<file path="src/rtl/ws2812_strip_scheduler_pkg.sv">
// Shared command codes, FSM state encoding and latch-time helper for the WS2812 strip scheduler.
// Pure declarations: no latency or backpressure of its own.
package ws2812_strip_scheduler_pkg;

  localparam logic [1:0] CMD_IDLE  = 2'b00;
  localparam logic [1:0] CMD_TX    = 2'b01;
  localparam logic [1:0] CMD_RESET = 2'b10;

  typedef enum logic [1:0] {
    ST_IDLE  = 2'd0,
    ST_FETCH = 2'd1,
    ST_SEND  = 2'd2,
    ST_LATCH = 2'd3
  } state_e;

  // Latch length in clocks, never below one so the timer always has a terminal count.
  function automatic int latch_cycles(input int clk_khz, input int latch_us);
    int cyc;
    cyc = (clk_khz * latch_us) / 1000;
    return (cyc < 1) ? 1 : cyc;
  endfunction

endpackage

</file>
<file path="src/rtl/ws2812_strip_scheduler_if.sv">
// Frame-buffer read port plus RGB-controller command handshake between scheduler and its neighbours.
// master = scheduler side; slave = frame-buffer RAM / controller side.
interface ws2812_strip_scheduler_if #(
  parameter int ADDR_W = 6
);
  logic              fb_rd_en;
  logic [ADDR_W-1:0] fb_addr;
  logic [23:0]       fb_rdata;
  logic [7:0]        r;
  logic [7:0]        g;
  logic [7:0]        b;
  logic [1:0]        command;
  logic              cmd_wait;

  modport master (
    output fb_rd_en, fb_addr, r, g, b, command,
    input  fb_rdata, cmd_wait
  );

  modport slave (
    input  fb_rd_en, fb_addr, r, g, b, command,
    output fb_rdata, cmd_wait
  );
endinterface

</file>
<file path="src/rtl/ws2812_strip_scheduler_latch_timer.sv">
// Latch-time counter: load clears, run counts, tc_o is high on the LATCH_CYC-th running cycle.
// No backpressure; counter saturates and holds until the next load.
module ws2812_strip_scheduler_latch_timer #(
  parameter int LATCH_CYC = 2800
) (
  input  logic clk,
  input  logic rst_n,
  input  logic load_i,
  input  logic run_i,
  output logic tc_o
);
  localparam int CNT_W = $clog2(LATCH_CYC + 1);
  localparam logic [CNT_W-1:0] LAST = CNT_W'(LATCH_CYC - 1);
  localparam logic [CNT_W-1:0] SAT  = CNT_W'(LATCH_CYC);

  logic [CNT_W-1:0] cnt_q, cnt_d;

  always_comb begin
    cnt_d = cnt_q;
    if (load_i) begin
      cnt_d = '0;
    end else if (run_i && (cnt_q != SAT)) begin
      cnt_d = cnt_q + CNT_W'(1);
    end
  end

  always_ff @(posedge clk or negedge rst_n) begin
    if (!rst_n) begin
      cnt_q <= '0;
    end else begin
      cnt_q <= cnt_d;
    end
  end

  assign tc_o = run_i && (cnt_q == LAST);

endmodule

</file>
<file path="src/rtl/ws2812_strip_scheduler.sv">
// Frame sequencer: reads len pixels from the frame buffer, hands each to the RGB controller, then latches.
// start -> first TX in 2 clks, 1-clk gap between pixels; stalls indefinitely while cmd_wait is low.
module ws2812_strip_scheduler
  import ws2812_strip_scheduler_pkg::*;
#(
  parameter int CLK_FREQ_KHZ = 10000,
  parameter int NUM_LEDS     = 64,
  parameter int ADDR_W       = 6,
  parameter int LATCH_US     = 280
) (
  input  logic                        clk,
  input  logic                        rst_n,
  input  logic                        start_i,
  input  logic                        auto_mode_i,
  input  logic [ADDR_W:0]             len_i,
  output logic                        busy_o,
  output logic                        frame_done_o,
  ws2812_strip_scheduler_if.master    bus
);
  localparam int LATCH_CYC = latch_cycles(CLK_FREQ_KHZ, LATCH_US);
  localparam int LEN_W     = ADDR_W + 1;
  localparam logic [LEN_W-1:0] MAX_LEN = LEN_W'(NUM_LEDS);
  localparam logic [LEN_W-1:0] ONE     = LEN_W'(1);

  state_e            state_q, state_d;
  logic [LEN_W-1:0]  len_q, len_d;
  logic [LEN_W-1:0]  idx_q, idx_d;
  logic [ADDR_W-1:0] addr_q, addr_d;
  logic [23:0]       rgb_q, rgb_d;
  logic [LEN_W-1:0]  len_clamp;
  logic [LEN_W-1:0]  idx_inc;
  logic              rd_en;
  logic              new_frame;
  logic              done;
  logic              tmr_load;
  logic              tmr_tc;

  assign len_clamp = (len_i > MAX_LEN) ? MAX_LEN : len_i;
  assign idx_inc   = idx_q + ONE;

  always_comb begin
    state_d   = state_q;
    len_d     = len_q;
    idx_d     = idx_q;
    addr_d    = addr_q;
    rgb_d     = rgb_q;
    rd_en     = 1'b0;
    tmr_load  = 1'b0;
    done      = 1'b0;
    new_frame = 1'b0;
    case (state_q)
      ST_IDLE: new_frame = start_i;
      ST_FETCH: begin
        rgb_d   = bus.fb_rdata;
        state_d = ST_SEND;
      end
      ST_SEND: begin
        if (bus.cmd_wait) begin
          idx_d = idx_inc;
          // Prefetch in the accept cycle so the controller sees only a one-clock gap.
          if (idx_inc < len_q) begin
            rd_en   = 1'b1;
            addr_d  = idx_inc[ADDR_W-1:0];
            state_d = ST_FETCH;
          end else begin
            tmr_load = 1'b1;
            state_d  = ST_LATCH;
          end
        end
      end
      ST_LATCH: begin
        if (tmr_tc) begin
          done = 1'b1;
          if (auto_mode_i) begin
            new_frame = 1'b1;
          end else begin
            state_d = ST_IDLE;
          end
        end
      end
      default: state_d = ST_IDLE;
    endcase
    if (new_frame) begin
      len_d = len_clamp;
      idx_d = '0;
      if (len_clamp == '0) begin
        tmr_load = 1'b1;
        state_d  = ST_LATCH;
      end else begin
        rd_en   = 1'b1;
        addr_d  = '0;
        state_d = ST_FETCH;
      end
    end
  end

  always_ff @(posedge clk or negedge rst_n) begin
    if (!rst_n) begin
      state_q <= ST_IDLE;
      len_q   <= '0;
      idx_q   <= '0;
      addr_q  <= '0;
      rgb_q   <= '0;
    end else begin
      state_q <= state_d;
      len_q   <= len_d;
      idx_q   <= idx_d;
      addr_q  <= addr_d;
      rgb_q   <= rgb_d;
    end
  end

  ws2812_strip_scheduler_latch_timer #(
    .LATCH_CYC (LATCH_CYC)
  ) u_latch_timer (
    .clk    (clk),
    .rst_n  (rst_n),
    .load_i (tmr_load),
    .run_i  (state_q == ST_LATCH),
    .tc_o   (tmr_tc)
  );

  assign busy_o       = (state_q != ST_IDLE);
  assign frame_done_o = done;
  assign bus.fb_rd_en = rd_en;
  assign bus.fb_addr  = addr_d;
  assign bus.r        = rgb_q[23:16];
  assign bus.g        = rgb_q[15:8];
  assign bus.b        = rgb_q[7:0];
  assign bus.command  = (state_q == ST_SEND) ? CMD_TX : CMD_IDLE;

endmodule

</file>
<file path="src/flat_wrapper.sv">
// flat-port wrapper written by rule: the top's interface ports become plain ports
module ws2812_strip_scheduler_flat import ws2812_strip_scheduler_pkg::*;
#(
  parameter int CLK_FREQ_KHZ = 10000,
  parameter int NUM_LEDS     = 64,
  parameter int ADDR_W       = 6,
  parameter int LATCH_US     = 280
)
  (clk, rst_n, start_i, auto_mode_i, len_i, busy_o, frame_done_o, bus_fb_rd_en, bus_fb_addr, bus_r, bus_g, bus_b, bus_command, bus_fb_rdata, bus_cmd_wait);
  ws2812_strip_scheduler_if #(.ADDR_W(ADDR_W)) bus_i ();
  input  logic clk;
  input  logic rst_n;
  input  logic start_i;
  input  logic auto_mode_i;
  input  logic [ADDR_W:0] len_i;
  output logic busy_o;
  output logic frame_done_o;
  output wire logic [$bits(bus_i.fb_rd_en)-1:0] bus_fb_rd_en;
  output wire logic [$bits(bus_i.fb_addr)-1:0] bus_fb_addr;
  output wire logic [$bits(bus_i.r)-1:0] bus_r;
  output wire logic [$bits(bus_i.g)-1:0] bus_g;
  output wire logic [$bits(bus_i.b)-1:0] bus_b;
  output wire logic [$bits(bus_i.command)-1:0] bus_command;
  input wire logic [$bits(bus_i.fb_rdata)-1:0] bus_fb_rdata;
  input wire logic [$bits(bus_i.cmd_wait)-1:0] bus_cmd_wait;
  assign bus_fb_rd_en = bus_i.fb_rd_en;
  assign bus_fb_addr = bus_i.fb_addr;
  assign bus_r = bus_i.r;
  assign bus_g = bus_i.g;
  assign bus_b = bus_i.b;
  assign bus_command = bus_i.command;
  assign bus_i.fb_rdata = bus_fb_rdata;
  assign bus_i.cmd_wait = bus_cmd_wait;
  ws2812_strip_scheduler #(.CLK_FREQ_KHZ(CLK_FREQ_KHZ), .NUM_LEDS(NUM_LEDS), .ADDR_W(ADDR_W), .LATCH_US(LATCH_US)) u_core (.clk(clk), .rst_n(rst_n), .start_i(start_i), .auto_mode_i(auto_mode_i), .len_i(len_i), .busy_o(busy_o), .frame_done_o(frame_done_o), .bus(bus_i));
endmodule
</file>
<file path="config.mk">
export PLATFORM = sky130hd
export DESIGN_NAME = ws2812_strip_scheduler_flat
export DESIGN_NICKNAME = d
export VERILOG_FILES = /design/src/rtl/ws2812_strip_scheduler_pkg.sv /design/src/rtl/ws2812_strip_scheduler_if.sv /design/src/rtl/ws2812_strip_scheduler_latch_timer.sv /design/src/rtl/ws2812_strip_scheduler.sv /design/src/flat_wrapper.sv
export SDC_FILE = /design/constraint.sdc
export NUM_CORES = 1
export LEC_CHECK = 0
export ABC_AREA = 1
export BUFFER_PORTS_ARGS = -buffer_cell sky130_fd_sc_hd__buf_2
export CAP_MARGIN = 30
export CORE_ASPECT_RATIO = 0.75
export CORE_MARGIN = 4
export CORE_UTILIZATION = 60
export CTS_BUF_LIST = sky130_fd_sc_hd__clkbuf_2
export DETAILED_ROUTE_END_ITERATION = 6
export PLACE_DENSITY_LB_ADDON = 0.3
export SYNTH_ARGS = -nofsm -noshare
export SYNTH_HDL_FRONTEND = slang
export SYNTH_SLANG_ARGS = --single-unit
</file>
<file path="constraint.sdc">
create_clock -name clk -period 6.4 [get_ports clk]
set_clock_uncertainty 0.15 [all_clocks]
set_input_delay 0.96 -clock clk [delete_from_list [all_inputs] [get_ports clk]]
set_output_delay 0.96 -clock clk [all_outputs]
set_load 0.03 [all_outputs]
</file>
Yosys cells after proc, flatten, opt, wreduce, memory -nomap -nowiden
Index checks and enable logic that the tools add are counted.
{ "word_totals": {"ramBits": 0, "word_cells": 63, "out_inout_bits": 35, "latch_bits": 0, "romBits": 0, "inputBits": 36, "register_bits": 58, "memories": 0} }
{ "op_classes": {"eq_ne": 8, "n_mux": 34, "n_lt_le_gt_ge": 2, "n_bitwise": 0, "shifts": 0, "reduce_logical": 11, "addsub": 2, "n_mul": 0, "n_div": 0} }
{ "op_table": {"columns": ["operator", "count"], "rows": [
  ["$mux W6", 5],
  ["$mux W7", 4],
  ["$mux W12", 2],
  ["$mux W1", 15],
  ["$add A12 B1 Y12 const B", 1],
  ["$eq A12 B12 Y1 const B", 1],
  ["$mux W2", 6],
  ["$ne A12 B12 Y1 const B", 1],
  ["$reduce_bool A2 Y1", 4],
  ["$add A7 B1 Y7 const B", 1],
  ["$gt A7 B7 Y1 const B", 1],
  ["$logic_not A7 Y1", 1],
  ["$lt A7 B7 Y1", 1],
  ["$ne A3 B2 Y1 const B", 2],
  ["$pmux W2 S3", 1],
  ["$eq A2 B2 Y1 const B", 2],
  ["$reduce_and A4 Y1", 1],
  ["$reduce_bool A4 Y1", 1],
  ["$ne A3 B1 Y1 const B", 1],
  ["$eq A2 B1 Y1 const B", 1],
  ["$logic_and A1 B1 Y1", 2],
  ["$logic_not A2 Y1", 1],
  ["$pmux W1 S2", 1],
  ["$reduce_and A2 Y1", 1]
]} }

Logic depth before layout (Yosys ltp)
{ "depth": {"depth_word": 8, "ltp_mapped": 16, "depth_no_buf": 16} }

Hierarchy
Synthesis repeated with hierarchy kept, for this count alone.
{ "hier_totals": {"cells_unflattened": 409, "area_unflattened_um2": 3124.2} }
{ "modules_own_cells": {"columns": ["mod", "cells_each", "instances", "seq_area_each_um2", "area_per_inst_um2"], "rows": [
  ["ws2812_strip_scheduler", 293, 1, 1151.1, 2308.5],
  ["ws2812_strip_scheduler_latch_timer", 116, 1, 300.3, 815.8]
]} }

Worst setup path after synthesis
OpenSTA, ideal clock, no wires.
{ "synth_timing": {"path_type": "register to output", "from": "register u_core.idx_q[0]", "to": "output bus_fb_addr[0]", "slack_ns": 2.837, "path_stages_with_launch": 15, "arrival_ns": 2.453, "required_ns": 5.290, "n_path_buf": 0, "path_cell_list": "dfrtp_1 -> ha_1 -> nand3_1 -> nor3_1 -> xnor2_1 -> inv_1 -> ha_1 -> nand2_1 -> inv_1 -> a21oi_1 -> nand2_1 -> nor2_4 -> or2_2 -> nand2_1 -> nor2_1"} }
{ "synth_between": {"elab_chain_len": 7} }
{ "synth_rtl": {"columns": ["element", "line_no", "source"], "rows": [
  ["start, declared", "ws2812_strip_scheduler.sv:27", "logic [LEN_W-1:0] idx_q, idx_d;"],
  ["start signal, assigned", "ws2812_strip_scheduler.sv:107", "idx_q <= idx_d;"],
  ["$add A7 B1 Y7 (*)", "ws2812_strip_scheduler.sv:39", "assign idx_inc = idx_q + ONE;"],
  ["$lt A7 B7 Y1", "ws2812_strip_scheduler.sv:61", "if (idx_inc < len_q) begin"],
  ["$mux W6 (*)", "ws2812_strip_scheduler.sv:61", null],
  ["$mux W6 (*)", "ws2812_strip_scheduler.sv:58", "if (bus.cmd_wait) begin"],
  ["$mux W6 (*)", "ws2812_strip_scheduler.sv:51", "case (state_q)"],
  ["$mux W6", "ws2812_strip_scheduler.sv:86", "if (len_clamp == '0) begin"],
  ["$mux W6 (*)", "ws2812_strip_scheduler.sv:83", "if (new_frame) begin"],
  ["end, declared", "flat_wrapper.sv:19", "output wire logic [$bits(bus_i.fb_addr)-1:0] bus_fb_addr;"]
]} }
Every way passes the cells marked *; elsewhere a longest branch is shown, timed or not.

Worst setup path in the final report
{ "layout_timing": {"from": "register u_core.idx_q[0]", "to": "output bus_fb_addr[3]"} }
The elaborated chain is that of the path after synthesis.

==> results_dict.tcl <==
set metrics [dict create \
    drive_gt1_frac 0.3520 \
    syn_area_per_cell_sq_um 8.943 \
    post_cts_buffers 0 \
    vias 2499 \
    seq_area_frac_synth 0.4598 \
    fin_crit_sh 0.6692 \
    core_sq_mm 0.004982 \
    fin_nets 473 \
    cts_htree_levels 3 \
    pre_cts_ws_ns 2.677 \
    p_per_area_mw_per_mm2 524.7 \
    synth_area_leaders "dfrtp_1 46%, nand2_1 9.4%, mux2_2 8.6%" \
    diodes 0 \
    drc 0 \
    max_freq_mhz 233.5 \
    yosysMostFrequentCell "nand2_1" \
    synthDistinctLibCells 35 \
    avgRoutedWirePerCell_um 12.82 \
    start_util 0.6336 \
    antenna_left 0 \
    syn2layout_area_growth_pct 17.08 \
    r2r_start "u_core.idx_q[0]" \
    hp-class "reg -> reg" \
    synthArstFlopShare 1.000 \
    fill_cells 378 \
    worst_hold_startpoint "u_core.len_q[1]" \
    grt_pass1_vias 2363 \
    report.final.slew_viol_count 0 \
    wl_mm 6.425 \
    clk_pin_slew_ns 0.18 \
    grt_pass1_wl_mm 10.58 \
    dieArea_sq_mm 0.006498 \
    cts_buffers 9 \
    synth_edf_count 0 \
    irDropWorstVdd_mv 0.3408 \
    netlist_area_sq_mm 0.003157 \
    drt-pass1-iter-count 4 \
    synthFlopType "dfrtp_1" \
    drt_iter0_drc 167 \
    dieWidth_um 91.76 \
    cp-start-kind "flop" \
    finalWeightedCongestion 0.8715 \
    worst_slew_pin_slew_ns 0.8107 \
    synth.net_count 402 \
    slew_headroom 0.4595 \
    cp_max_fo 10 \
    layout_min_cycle_time_ns 4.283 \
    cp_data_arrival_time_ns 3.17 \
    synth_top_area_frac 0.4598 \
    status "finished clean" \
    grt_util_all_layers 0.2049 \
    cts_sinks 58 \
    dpl_cell_area_sq_mm 0.003555 \
    clk_latency_ns 0.49 \
    yosys.area.top_type "dfrtp_1" \
    io_buffers 69 \
    fin_ws_ns 2.117 \
    power.leakage_uw 0.001915 \
    die_h_um 70.82 \
    clockBufferDepth 2 \
    min_path_cells 2 \
    design_area_sq_mm 0.003696 \
    grt_antenna_before_repair 0 \
    ios 71 \
    finalSetupViolations 0 \
    post_synth_most_frequent_cells "79 x nand2_1, 58 x dfrtp_1, 47 x inv_1, 24 x mux2_2, 19 x nor2_1" \
    maxCapViolCount 0 \
    ff2ff_setup_slack_ns 3.66 \
    hold_viol 0 \
    end_kind "output pin" \
    rsz0062_at_grt "no" \
    cts_root_buffer "clkbuf_2" \
    critPathKind "reg -> out" \
    cts_resized 0 \
    setup_tns_ns 0 \
    grt_max_degree 59 \
    synthCells 353 \
    ys_warn_count 0 \
    critPathRequiredTime_ns 5.29 \
    whs_endpoint "u_core.len_q[1]" \
    r2r_cells 16 \
    startpoint "u_core.idx_q[0]" \
    cts_tree "built" \
    r2r-end "u_core.addr_q[4]" \
    synth-seq-cells 58 \
    cts_hold_buf 0 \
    gr-total-overflow 0 \
    hpwl_mm 4.755 \
    vias_per_cell 4.988 \
    rows 22 \
    utilization 0.7418 \
]
cell families (layout without fill, tap and decap cells):
logic type	after synthesis	in the layout	synth area share
adder cells (fa/ha/maj)	13	13	0.05153
XOR/XNOR	5	5	0.01387
other	1	1	0.001188
buffers and inverters	62	138	0.08442
multiplexers	24	24	0.08561
AO/OA/AOI/OAI	24	24	0.04479
AND/OR/NAND/NOR	166	166	0.2588
flip-flops	58	58	0.4598
worst max-delay path, stage by stage (launching register included):
cell,delay [ns]
dfrtp_1,0.48
ha_1,0.22
nand3_1,0.13
nor3_1,0.20
xnor2_1,0.17
inv_1,0.07
ha_1,0.28
nand2_1,0.09
inv_1,0.04
a21oi_1,0.13
nand2_1,0.15
nor2_4,0.20
or2_2,0.14
inv_1,0.03
nor2_1,0.13
buf_2,0.22
flip-flops by register name (all words and copies together), names as in the netlist:
signal / flops
u_core.idx_q: 7
u_core.addr_q: 6
u_core.rgb_q: 24
u_core.state_q: 2
u_core.u_latch_timer.cnt_q: 12
u_core.len_q: 7
area by class of cell:
cell class              count  area (sq um)  share of cell area
flip-flops and latches     58          1451              0.3927
multi-input cells         233          1439              0.3893
repair buffers             71         380.4              0.1029
inverters                  51         193.9             0.05247
clock inverters             6         91.34             0.02471
well taps                  72         90.09             0.02437
clock buffers              10         50.05             0.01354
where the power goes:
part           total [uW]  switching (uW)  internal, uW
logic                1020             646           370
registers             646             115           532
clock network         277             145           131
total                1940             907          1030
stage by stage:
| stage | instances | hold slack (ns) | power [uW] |
|---|---|---|---|
| 5_1_grt | 501 | 0.3883 | 2085 |
| 3_5_place_dp | 485 | 0.3297 | 1673 |
| 3_3_place_gp | 484 | 0.3213 | 1618 |
| 2_1_floorplan | 353 | 0.3050 | 1404 |
| 4_1_cts | 501 | 0.3670 | 1953 |
| 6_report | 501 | 0.3739 | 1939 |
per-layer routing:
layer | global-route usage | routed length (um)
met2 | 0.2955 | 2808
met5 | 0 | 0
met4 | 0.06919 | 51
met1 | 0.2727 | 2981
met3 | 0.09777 | 584
layout by cell type (no fill, tap or decap), drive strengths merged, types with 2 or more instances in the layout:
master,instances
dfrtp,58
xor2,4
mux2,24
ha,13
nor2,33
nand4,14
nor3,5
a21oi,13
inv,50
o21ai,9
clkinvlp,3
clkbuf,10
buf,71
bufinv,2
or2,6
nand2,85
clkinv,2
nand3,22
worst max-delay path by stage:
stage / to / slack (ns) / depth (start not counted)
5_1_grt: bus_fb_addr[4] / 1.81 / 17
3_3_place_gp: bus_fb_addr[5] / 2.84 / 15
4_1_cts: bus_fb_addr[1] / 2.09 / 15
2_1_floorplan: bus_fb_addr[0] / 2.84 / 14
6_report: bus_fb_addr[3] / 2.12 / 15
3_5_place_dp: bus_fb_addr[1] / 2.68 / 15
Note: power is estimated with default switching activity, not from simulation.
